## src/rtl/decode_ctrl_pipe.sv

```systemverilog
// decode_ctrl_pipe
// Registered, handshaked decode/control stage that sits between the IFU and
// the EXU. It decodes RV32I (plus RV32M when ENABLE_M=1) and flags illegal
// encodings. The result goes into a one-entry output register under
// valid/ready flow control. An accepted M instruction stalls the stage for the
// multiplier/divider latency before its bundle may be consumed.
//
// Ports
//   clk, rst             clock, asynchronous active-high reset
//   in_valid/in_ready    IFU handshake; in_inst/in_pc are the fetched word/PC
//   out_valid/out_ready  EXU handshake; out_pc/out_inst are the registered copies
//   ext_op..mem_ren      registered control bundle
//   mdu_op, mdu_start    M-extension op (func3) and one-cycle issue pulse
//   illegal              bundle holds an illegal instruction
//   busy                 MDU wait/hold sequence in progress
module decode_ctrl_pipe #(
    parameter int XLEN     = 32,
    parameter bit ENABLE_M = 1'b1,
    parameter int MUL_LAT  = 3,
    parameter int DIV_LAT  = 33
) (
    input  logic            clk,
    input  logic            rst,
    input  logic            in_valid,
    output logic            in_ready,
    input  logic [31:0]     in_inst,
    input  logic [XLEN-1:0] in_pc,
    output logic            out_valid,
    input  logic            out_ready,
    output logic [XLEN-1:0] out_pc,
    output logic [31:0]     out_inst,
    output logic [2:0]      ext_op,
    output logic            reg_wen,
    output logic [1:0]      reg_wb_sel,
    output logic            alu_asrc,
    output logic            alu_bsrc,
    output logic [3:0]      alu_op,
    output logic            do_branch,
    output logic            do_jump,
    output logic [2:0]      branch_cond,
    output logic [2:0]      mem_op,
    output logic            mem_wen,
    output logic            mem_ren,
    output logic [2:0]      mdu_op,
    output logic            mdu_start,
    output logic            illegal,
    output logic            busy
);

    localparam int MAX_LAT = (MUL_LAT > DIV_LAT) ? MUL_LAT : DIV_LAT;
    localparam int CW      = $clog2(MAX_LAT) + 1;
    localparam logic [CW-1:0] MUL_CNT = CW'(MUL_LAT - 1);
    localparam logic [CW-1:0] DIV_CNT = CW'(DIV_LAT - 1);

    localparam logic [6:0] OP_LUI    = 7'b0110111;
    localparam logic [6:0] OP_AUIPC  = 7'b0010111;
    localparam logic [6:0] OP_JAL    = 7'b1101111;
    localparam logic [6:0] OP_JALR   = 7'b1100111;
    localparam logic [6:0] OP_BRANCH = 7'b1100011;
    localparam logic [6:0] OP_LOAD   = 7'b0000011;
    localparam logic [6:0] OP_STORE  = 7'b0100011;
    localparam logic [6:0] OP_IMM    = 7'b0010011;
    localparam logic [6:0] OP_REG    = 7'b0110011;
    localparam logic [6:0] OP_FENCE  = 7'b0001111;
    localparam logic [6:0] OP_SYSTEM = 7'b1110011;

    localparam logic [2:0] EXT_I = 3'd0;
    localparam logic [2:0] EXT_U = 3'd1;
    localparam logic [2:0] EXT_S = 3'd2;
    localparam logic [2:0] EXT_B = 3'd3;
    localparam logic [2:0] EXT_J = 3'd4;
    localparam logic [2:0] EXT_R = 3'd5;
    localparam logic [2:0] EXT_X = 3'd7;

    localparam logic [3:0] ALU_ADD    = 4'b0000;
    localparam logic [3:0] ALU_SLTU   = 4'b1010;
    localparam logic [3:0] ALU_COPY_B = 4'b1111;

    typedef struct packed {
        logic [2:0] ext_op;
        logic       reg_wen;
        logic [1:0] reg_wb_sel;
        logic       alu_asrc;
        logic       alu_bsrc;
        logic [3:0] alu_op;
        logic       do_branch;
        logic       do_jump;
        logic [2:0] branch_cond;
        logic [2:0] mem_op;
        logic       mem_wen;
        logic       mem_ren;
        logic [2:0] mdu_op;
        logic       illegal;
    } ctrl_t;

    typedef enum logic [1:0] {
        IDLE  = 2'd0,
        MWAIT = 2'd1,
        HOLD  = 2'd2
    } state_t;

    // ------------------------------------------------------------------
    // Combinational decode of the incoming instruction
    // ------------------------------------------------------------------
    logic [6:0] opcode;
    logic [2:0] func3;
    logic [6:0] func7;
    ctrl_t      dec;
    logic       dec_legal;
    logic       dec_is_m;

    assign opcode = in_inst[6:0];
    assign func3  = in_inst[14:12];
    assign func7  = in_inst[31:25];

    always_comb begin
        dec       = '0;
        dec_legal = 1'b0;
        dec_is_m  = 1'b0;
        case (opcode)
            OP_LUI: begin
                dec_legal      = 1'b1;
                dec.ext_op     = EXT_U;
                dec.reg_wen    = 1'b1;
                dec.alu_op     = ALU_COPY_B;
            end
            OP_AUIPC: begin
                dec_legal      = 1'b1;
                dec.ext_op     = EXT_U;
                dec.reg_wen    = 1'b1;
                dec.alu_asrc   = 1'b1;
                dec.alu_op     = ALU_ADD;
            end
            OP_JAL: begin
                dec_legal      = 1'b1;
                dec.ext_op     = EXT_J;
                dec.reg_wen    = 1'b1;
                dec.reg_wb_sel = 2'd2;
                dec.alu_asrc   = 1'b1;
                dec.alu_op     = ALU_ADD;
                dec.do_jump    = 1'b1;
            end
            OP_JALR: begin
                dec_legal      = (func3 == 3'b000);
                dec.ext_op     = EXT_I;
                dec.reg_wen    = 1'b1;
                dec.reg_wb_sel = 2'd2;
                dec.alu_op     = ALU_ADD;
                dec.do_jump    = 1'b1;
            end
            OP_BRANCH: begin
                dec_legal       = (func3 != 3'b010) && (func3 != 3'b011);
                dec.ext_op      = EXT_B;
                dec.alu_asrc    = 1'b1;
                dec.alu_op      = ALU_ADD;
                dec.do_branch   = 1'b1;
                dec.branch_cond = func3;
            end
            OP_LOAD: begin
                dec_legal      = (func3 != 3'b011) && (func3 != 3'b110) && (func3 != 3'b111);
                dec.ext_op     = EXT_I;
                dec.reg_wen    = 1'b1;
                dec.reg_wb_sel = 2'd1;
                dec.alu_op     = ALU_ADD;
                dec.mem_op     = func3;
                dec.mem_ren    = 1'b1;
            end
            OP_STORE: begin
                dec_legal      = (func3 <= 3'b010);
                dec.ext_op     = EXT_S;
                dec.alu_op     = ALU_ADD;
                dec.mem_op     = func3;
                dec.mem_wen    = 1'b1;
            end
            OP_IMM: begin
                // Shift-immediates carry func7 in imm[11:5]; only srai may set bit 5.
                if (func3 == 3'b001) begin
                    dec_legal = (func7 == 7'b0000000);
                end else if (func3 == 3'b101) begin
                    dec_legal = (func7 == 7'b0000000) || (func7 == 7'b0100000);
                end else begin
                    dec_legal = 1'b1;
                end
                dec.ext_op  = EXT_I;
                dec.reg_wen = 1'b1;
                if (func3 == 3'b101) begin
                    dec.alu_op = {func7[5], func3};
                end else if (func3 == 3'b011) begin
                    dec.alu_op = ALU_SLTU;
                end else begin
                    dec.alu_op = {1'b0, func3};
                end
            end
            OP_REG: begin
                dec.ext_op   = EXT_R;
                dec.reg_wen  = 1'b1;
                dec.alu_bsrc = 1'b1;
                if (ENABLE_M && (func7 == 7'b0000001)) begin
                    dec_legal      = 1'b1;
                    dec_is_m       = 1'b1;
                    dec.reg_wb_sel = 2'd3;
                    dec.alu_op     = ALU_ADD;
                    dec.mdu_op     = func3;
                end else begin
                    dec_legal = (func7 == 7'b0000000) ||
                                ((func7 == 7'b0100000) && ((func3 == 3'b000) || (func3 == 3'b101)));
                    // The SLTU encoding does not follow the {func7[5], func3} pattern.
                    if (func3 == 3'b011) begin
                        dec.alu_op = ALU_SLTU;
                    end else begin
                        dec.alu_op = {func7[5], func3};
                    end
                end
            end
            OP_FENCE, OP_SYSTEM: begin
                // Recognised but needs no datapath action in this stage.
                dec_legal = 1'b1;
            end
            default: begin
                dec_legal = 1'b0;
            end
        endcase

        if (!dec_legal) begin
            dec          = '0;
            dec.ext_op   = EXT_X;
            dec.illegal  = 1'b1;
            dec_is_m     = 1'b0;
        end
    end

    // ------------------------------------------------------------------
    // Handshake and output register
    // ------------------------------------------------------------------
    state_t          state_reg, state_next;
    logic [CW-1:0]   cnt_reg, cnt_next;
    logic [CW-1:0]   issue_cnt;
    logic            out_valid_reg;
    ctrl_t           ctrl_reg;
    logic [XLEN-1:0] pc_reg;
    logic [31:0]     inst_reg;
    logic            mdu_start_reg;
    logic            in_fire;
    logic            out_fire;

    assign in_ready  = (state_reg == IDLE) && (!out_valid_reg || out_ready);
    assign in_fire   = in_valid && in_ready;
    // While the MDU is still computing the bundle is visible but not consumable.
    assign out_fire  = out_valid_reg && out_ready && (state_reg != MWAIT);
    assign issue_cnt = dec.mdu_op[2] ? DIV_CNT : MUL_CNT;

    always_ff @(posedge clk or posedge rst) begin
        if (rst) begin
            out_valid_reg <= 1'b0;
            ctrl_reg      <= '0;
            pc_reg        <= '0;
            inst_reg      <= '0;
            mdu_start_reg <= 1'b0;
            state_reg     <= IDLE;
            cnt_reg       <= '0;
        end else begin
            state_reg     <= state_next;
            cnt_reg       <= cnt_next;
            mdu_start_reg <= in_fire && dec_is_m;
            if (in_fire) begin
                out_valid_reg <= 1'b1;
                ctrl_reg      <= dec;
                pc_reg        <= in_pc;
                inst_reg      <= in_inst;
            end else if (out_fire) begin
                out_valid_reg <= 1'b0;
            end
        end
    end

    // ------------------------------------------------------------------
    // MDU issue FSM
    // ------------------------------------------------------------------
    always_comb begin
        state_next = state_reg;
        cnt_next   = cnt_reg;
        case (state_reg)
            IDLE: begin
                if (in_fire && dec_is_m) begin
                    cnt_next = issue_cnt;
                    // A single-cycle unit needs no wait phase at all.
                    state_next = (issue_cnt == '0) ? HOLD : MWAIT;
                end
            end
            MWAIT: begin
                if (cnt_reg == '0) begin
                    state_next = HOLD;
                end else begin
                    cnt_next = cnt_reg - CW'(1);
                end
            end
            HOLD: begin
                if (out_fire) begin
                    state_next = IDLE;
                end
            end
            default: begin
                state_next = IDLE;
            end
        endcase
    end

    assign out_valid   = out_valid_reg;
    assign out_pc      = pc_reg;
    assign out_inst    = inst_reg;
    assign ext_op      = ctrl_reg.ext_op;
    assign reg_wen     = ctrl_reg.reg_wen;
    assign reg_wb_sel  = ctrl_reg.reg_wb_sel;
    assign alu_asrc    = ctrl_reg.alu_asrc;
    assign alu_bsrc    = ctrl_reg.alu_bsrc;
    assign alu_op      = ctrl_reg.alu_op;
    assign do_branch   = ctrl_reg.do_branch;
    assign do_jump     = ctrl_reg.do_jump;
    assign branch_cond = ctrl_reg.branch_cond;
    assign mem_op      = ctrl_reg.mem_op;
    assign mem_wen     = ctrl_reg.mem_wen;
    assign mem_ren     = ctrl_reg.mem_ren;
    assign mdu_op      = ctrl_reg.mdu_op;
    assign illegal     = ctrl_reg.illegal;
    assign mdu_start   = mdu_start_reg;
    assign busy        = (state_reg != IDLE);

endmodule

```

## config.mk

```make
export PLATFORM = sky130hd
export DESIGN_NAME = decode_ctrl_pipe
export DESIGN_NICKNAME = d
export VERILOG_FILES = /design/src/rtl/decode_ctrl_pipe.sv
export SDC_FILE = /design/constraint.sdc
export NUM_CORES = 1
export LEC_CHECK = 0
export BUFFER_PORTS_ARGS = -buffer_cell sky130_fd_sc_hd__buf_2
export CAP_MARGIN = 25
export CORE_MARGIN = 4
export CORE_UTILIZATION = 49
export CTS_CLUSTER_DIAMETER = 120
export DETAILED_ROUTE_END_ITERATION = 8
export PLACE_DENSITY_LB_ADDON = 0.12
export SLEW_MARGIN = 20
export SYNTH_ARGS = -nofsm -noshare
export SYNTH_HDL_FRONTEND = slang
export SYNTH_SLANG_ARGS = --single-unit
```

## constraint.sdc

```tcl
create_clock -name clk -period 3.1 [get_ports clk]
set_clock_uncertainty 0.05 [all_clocks]
set_input_delay 0.155 -clock clk [delete_from_list [all_inputs] [get_ports clk]]
set_output_delay 0.155 -clock clk [all_outputs]
set_load 0.05 [all_outputs]
```

---- Yosys cells after proc, flatten, opt, wreduce, memory -nomap -nowiden ----
Index checks and enable logic that the tools add are counted.
Widths: inputs -> output; s select.
storage, ports and cells
  bits in latches ......................... 0
  flip-flop bits (word level) ............. 101
  input bits .............................. 68
  memory bits (read-only) ................. 0
  bits in writable memories ............... 0
  output and inout port bits .............. 94
  word-level logic and storage cells ...... 117
  memories kept ........................... 0
operators by class
  div/mod/pow operators ................... 0
  multiplexer cells ....................... 38
  order comparisons ....................... 1
  $add $sub $neg .......................... 1
  multipliers ............................. 0
  bitwise operators ....................... 0
  shift operators ......................... 0
  equal/unequal tests ..................... 27
  reductions and logical operators ........ 30
operator list
  kind                 number
  $eq 7x6->1 const B   4
  $eq 7x7->1 const B   4
  $mux 26              1
  $logic_not 7->1      3
  $mux 4               4
  $mux 1               15
  $pmux 3 s5           1
  $eq 7x5->1 const B   2
  $mux 7               2
  $pmux 7 s2           1
  $mux 3               4
  $pmux 2 s3           2
  $pmux 4 s3           1
  $mux 2               5
  $logic_and 1x1->1    9
  $eq 7x1->1 const B   1
  $eq 7x2->1 const B   1
  $eq 7x4->1 const B   1
  $pmux 1 s7           1
  $reduce_or 7->1      1
  $sub 7x1->7 const B  1
  $mux 6               1
  $ne 2x2->1 const B   3
  $ne 3x2->1 const B   2
  other kinds (17)     27

---- Logic depth before layout (Yosys ltp) ----
  depth after elaboration ................. 12
  gate-level depth with buffers ........... 9
  depth with buffers taken out ............ 7

---- Worst setup path after synthesis ----
No wires, ideal clock.
  kind .................................... register to register
  start point ............................. register state_reg[1]
  end point ............................... register ctrl_reg, in the netlist mdu_op[2]
  library setup time ...................... 136 ps
  buffers on the path ..................... 2
  stages on the path, launching flop included .. 8
  setup slack ............................. 344 ps
  clock period less this slack ............ 2756 ps
  required time ........................... 2914 ps
  data arrival time ....................... 2570 ps
  path through ............................ dfrtp_1 > or2_2 > a21oi_1 > nand2_1 > clkbuf_1 > clkbuf_1 > nand2_1 > o21ai_0
between the ends
  word-level cells in the longest chain between the ends .. 3
ends and longest elaborated chain
  what                    RTL line  RTL
  start, declared         235       state_t state_reg, state_next;
  start signal, assigned  262       state_reg <= state_next;
  $logic_not 2->1         246       assign in_ready = (state_reg == IDLE) && (!out_valid_reg || out_ready);
  $logic_and 1x1->1       246
  net in_ready            25        output logic in_ready,
  $logic_and 1x1->1       247       assign in_fire = in_valid && in_ready;
  end signal, assigned    255       ctrl_reg <= '0;
  end signal, assigned    267       ctrl_reg <= dec;
  end, declared           239       ctrl_t ctrl_reg;
The timed path passes the listed nets, and every way through them passes these cells.
A chain may end at the register's enable or synchronous reset.

---- Worst setup path after layout ----
  start point ............................. register state_reg[1]
  end point ............................... register ctrl_reg, in the netlist ext_op[2]
between the ends
  word-level cells in the longest chain between the ends .. 3
ends and longest elaborated chain
  what               RTL line
  $logic_not 2->1    246
  $logic_and 1x1->1  246
  $logic_and 1x1->1  247
No other way between the ends.

==> results.md <==
- Status: finished, final reports clean
- Number of different library cells in the post-synthesis netlist: 49
- Worst r2r src: state_reg[1]
- Minimum clock period after layout: 2.295 ns
- Combinational cell fraction of total power: 28.6%
- Max_cap viols: 0
- CP bufs+invs: 0
- Diode count: 0
- Synth Warn #: 0
- Sw frac: 37.60%
- Power Dens Cells: 547.8 nW/um^2
- Worst r2r dst: ext_op[2]
- Clock share of power: 26.2%
- TritonCTS clock tree: built
- HP Class: in -> reg
- Max VDD drop: 371.3 uV
- Die Y: 103.1 um
- Initial Util: 50.59%
- Sequential area share after synthesis: 57.01%
- Asr flop ratio synth: 100.0%
- DRT Wirelength: 12.06 mm
- Hold Buf Count CTS: 57
- First-pass GRT wire length: 19.94 mm
- FP Rows: 34
- Setup TNS: 0 ns
- Final setup vio count: 0
- Hold Path End: out_inst[6]
- Core region area: 8763 sq um
- Hold Vio Cnt, Final: 0
- Critical path depth in cells: 5
- Post_cts resized: 0
- Crit-path cells: or2_2 -> a21oi_1 -> and2_2 -> o21ai_4 -> o22a_1
- Hold_ws: 0.03204 ns
- Internal power: 2.081 mW
- GRT overflow: 0
- Yosys reg bits: 101
- Antenna violations before repair: 0
- Worst r2r path cells: 5
- Number of global-route vias before repair: 4103
- Fillers: 685
- Post-CTS Setup Bufs: 0
- DR pass1 iterations: 5
- FF-to-FF setup slack: 0.81 ns
- Worst relative slew slack: 57.83%
- Nature of the critical path endpoint: flip-flop
- Min-Delay Path Depth: 3
- DRC: 0
- Share of the synthesized area in the top cell type: 57.01%
- Dpl hpwl: 8.016 mm
- PortBufs: 161
- Cts bufs inserted: 9
- Flop pwr share: 45.2%
- Post-route ant nets: 0
- Worst path max stage delay: 0.55 ns
- Synth area leaders: dfrtp_1, nand2_1, o21ai_0, o21ai_2, clkbuf_1
- RSZ-0062 raised after global routing: false
- Clk slew on worst S/H paths: 0.10 ns
- Total global-route track usage: 23.92%
- GPL Wtd Cong: 0.8549
- Gate Count Post-Synth: 488
- Proportion of layout cells with a drive suffix above 1: 29.51%
- Die outline width: 103.1 um
- Final Cycle Share: 74.03%
- Slew Limit Fails: 0
- Clock Tree Root: clkbuf_8
- Hold_sp: in_inst[6]
- Largest net degree at the start of global routing: 60
- CP required: 3.31 ns
- Via count: 4071
- Max Freq: 0.4358 GHz
- CP Launch Type: flip-flop
- Syn_area_per_cell: 9.084 sq um
- Leak pwr: 3.181 nW
- Net switching power: 1.254 mW
- Syn_nets: 558
- # nets final: 763
- Initial drt markers: 255
- Vias per inst: 5.051
- Die Footprint: 10630 sq um
- Post-synth EDFFs: 0
- I/O pins: 162
- Post-synth top cells: nand2_1, dfrtp_1, o21ai_0
- Worst skew pair latency: 0.36 ns
- Clk sinks: 101
- Layout Utilization: 69.47%
- Top FF cell, synth: dfrtp_1
- Max FO, Critical Path: 24
- WL/cell: 14.97 um
- CTS HTree Levels: 3
- Top delay family on crit path: simple AND/OR/NAND/NOR gates
- Top-count cell post-synth: nand2_1
- Max clock buf depth: 2
- Crit Path Class: reg -> reg
- Area leader, netlist: dfrtp_1
- Worst slew pin tran: 0.6302 ns
- Area grow syn2layout: 37.34%
- Synth Cell Area: 4433 sq um
- WP data arrival: 2.50 ns
- Slowest cell on crit path: and2_2
[worst min-delay path: cells and delay by family]
family | cells | cell delay [ns]
buffers and inverters | 1 | 0.15
and+or+nand+nor | 2 | 0.11
[layout make-up]
class                           instances  area (sq um)  area share, %
Sequential cell                       101          2527          41.51
Multi-Input combinational cell        352          1752          28.77
Timing Repair Buffer                  222          1439          23.63
Clock buffer                           10         137.6          2.261
Tap cell                              108         135.1          2.219
Clock inverter                          6         68.82          1.130
Inverter                                7         28.78         0.4727
[stage by stage]
step,cells,power (mW),instance area (sq um),worst slack [ns]
global placement,732,2.412,5284,0.8455
detailed placement,733,2.429,5311,0.8135
floorplan,488,2.179,4433,0.2479
finish,806,3.335,6088,0.8051
CTS,806,3.367,6088,0.7881
global route,806,3.503,6088,0.6591
[metal layers]
| layer | wire (um) | global-route usage, % | up-vias |
|---|---|---|---|
| met5 | 0 | 0 | - |
| met4 | 265 | 7.470 | 0 |
| met3 | 842 | 6.225 | 21 |
| met2 | 5901 | 38.53 | 144 |
| met1 | 5053 | 31.85 | 1910 |
| li1 | - | - | 1996 |
[logic make-up (layout without fill, tap and decap cells)]
group,Yosys count,count (layout),synth area share (%)
simple gates,283,283,27.80
flops,101,101,57.01
compound gates,60,60,9.540
buf+inv,35,245,3.669
xor+xnor,6,6,1.185
fa+ha+maj,2,2,0.5644
mux,1,1,0.2258
[cell usage in the layout, fill, tap and decap left out, drive strengths merged, types with 5 or more instances in the layout]
cell type | Yosys | final
o21ai | 31 | 31
nand3 | 5 | 5
inv | 7 | 9
clkbuf | 17 | 10
buf | 11 | 165
nand2 | 232 | 232
nor2 | 9 | 9
dlygate4sd3 | 0 | 57
a31oi | 5 | 5
a21oi | 9 | 9
dfrtp | 101 | 101
nand2b | 5 | 5
nor4 | 5 | 5
[power groups by stage]
stage               Clock (mW)  Combinational [mW]  Sequential [mW]
floorplan                    0               0.218             1.96
global placement             0               0.885             1.53
detailed placement           0               0.902             1.53
CTS                      0.904               0.957             1.51
global route             0.955                1.02             1.52
finish                   0.874               0.954             1.51
[worst max-delay path by stage]
stage / start / endpoint
2_1_floorplan: rst / alu_asrc
3_3_place_gp: state_reg[1] / ext_op[0]
3_5_place_dp: state_reg[1] / ext_op[2]
4_1_cts: state_reg[1] / ext_op[2]
5_1_grt: state_reg[1] / alu_op[0]
6_report: state_reg[1] / ext_op[2]
Power figures use the tool's default switching activity.
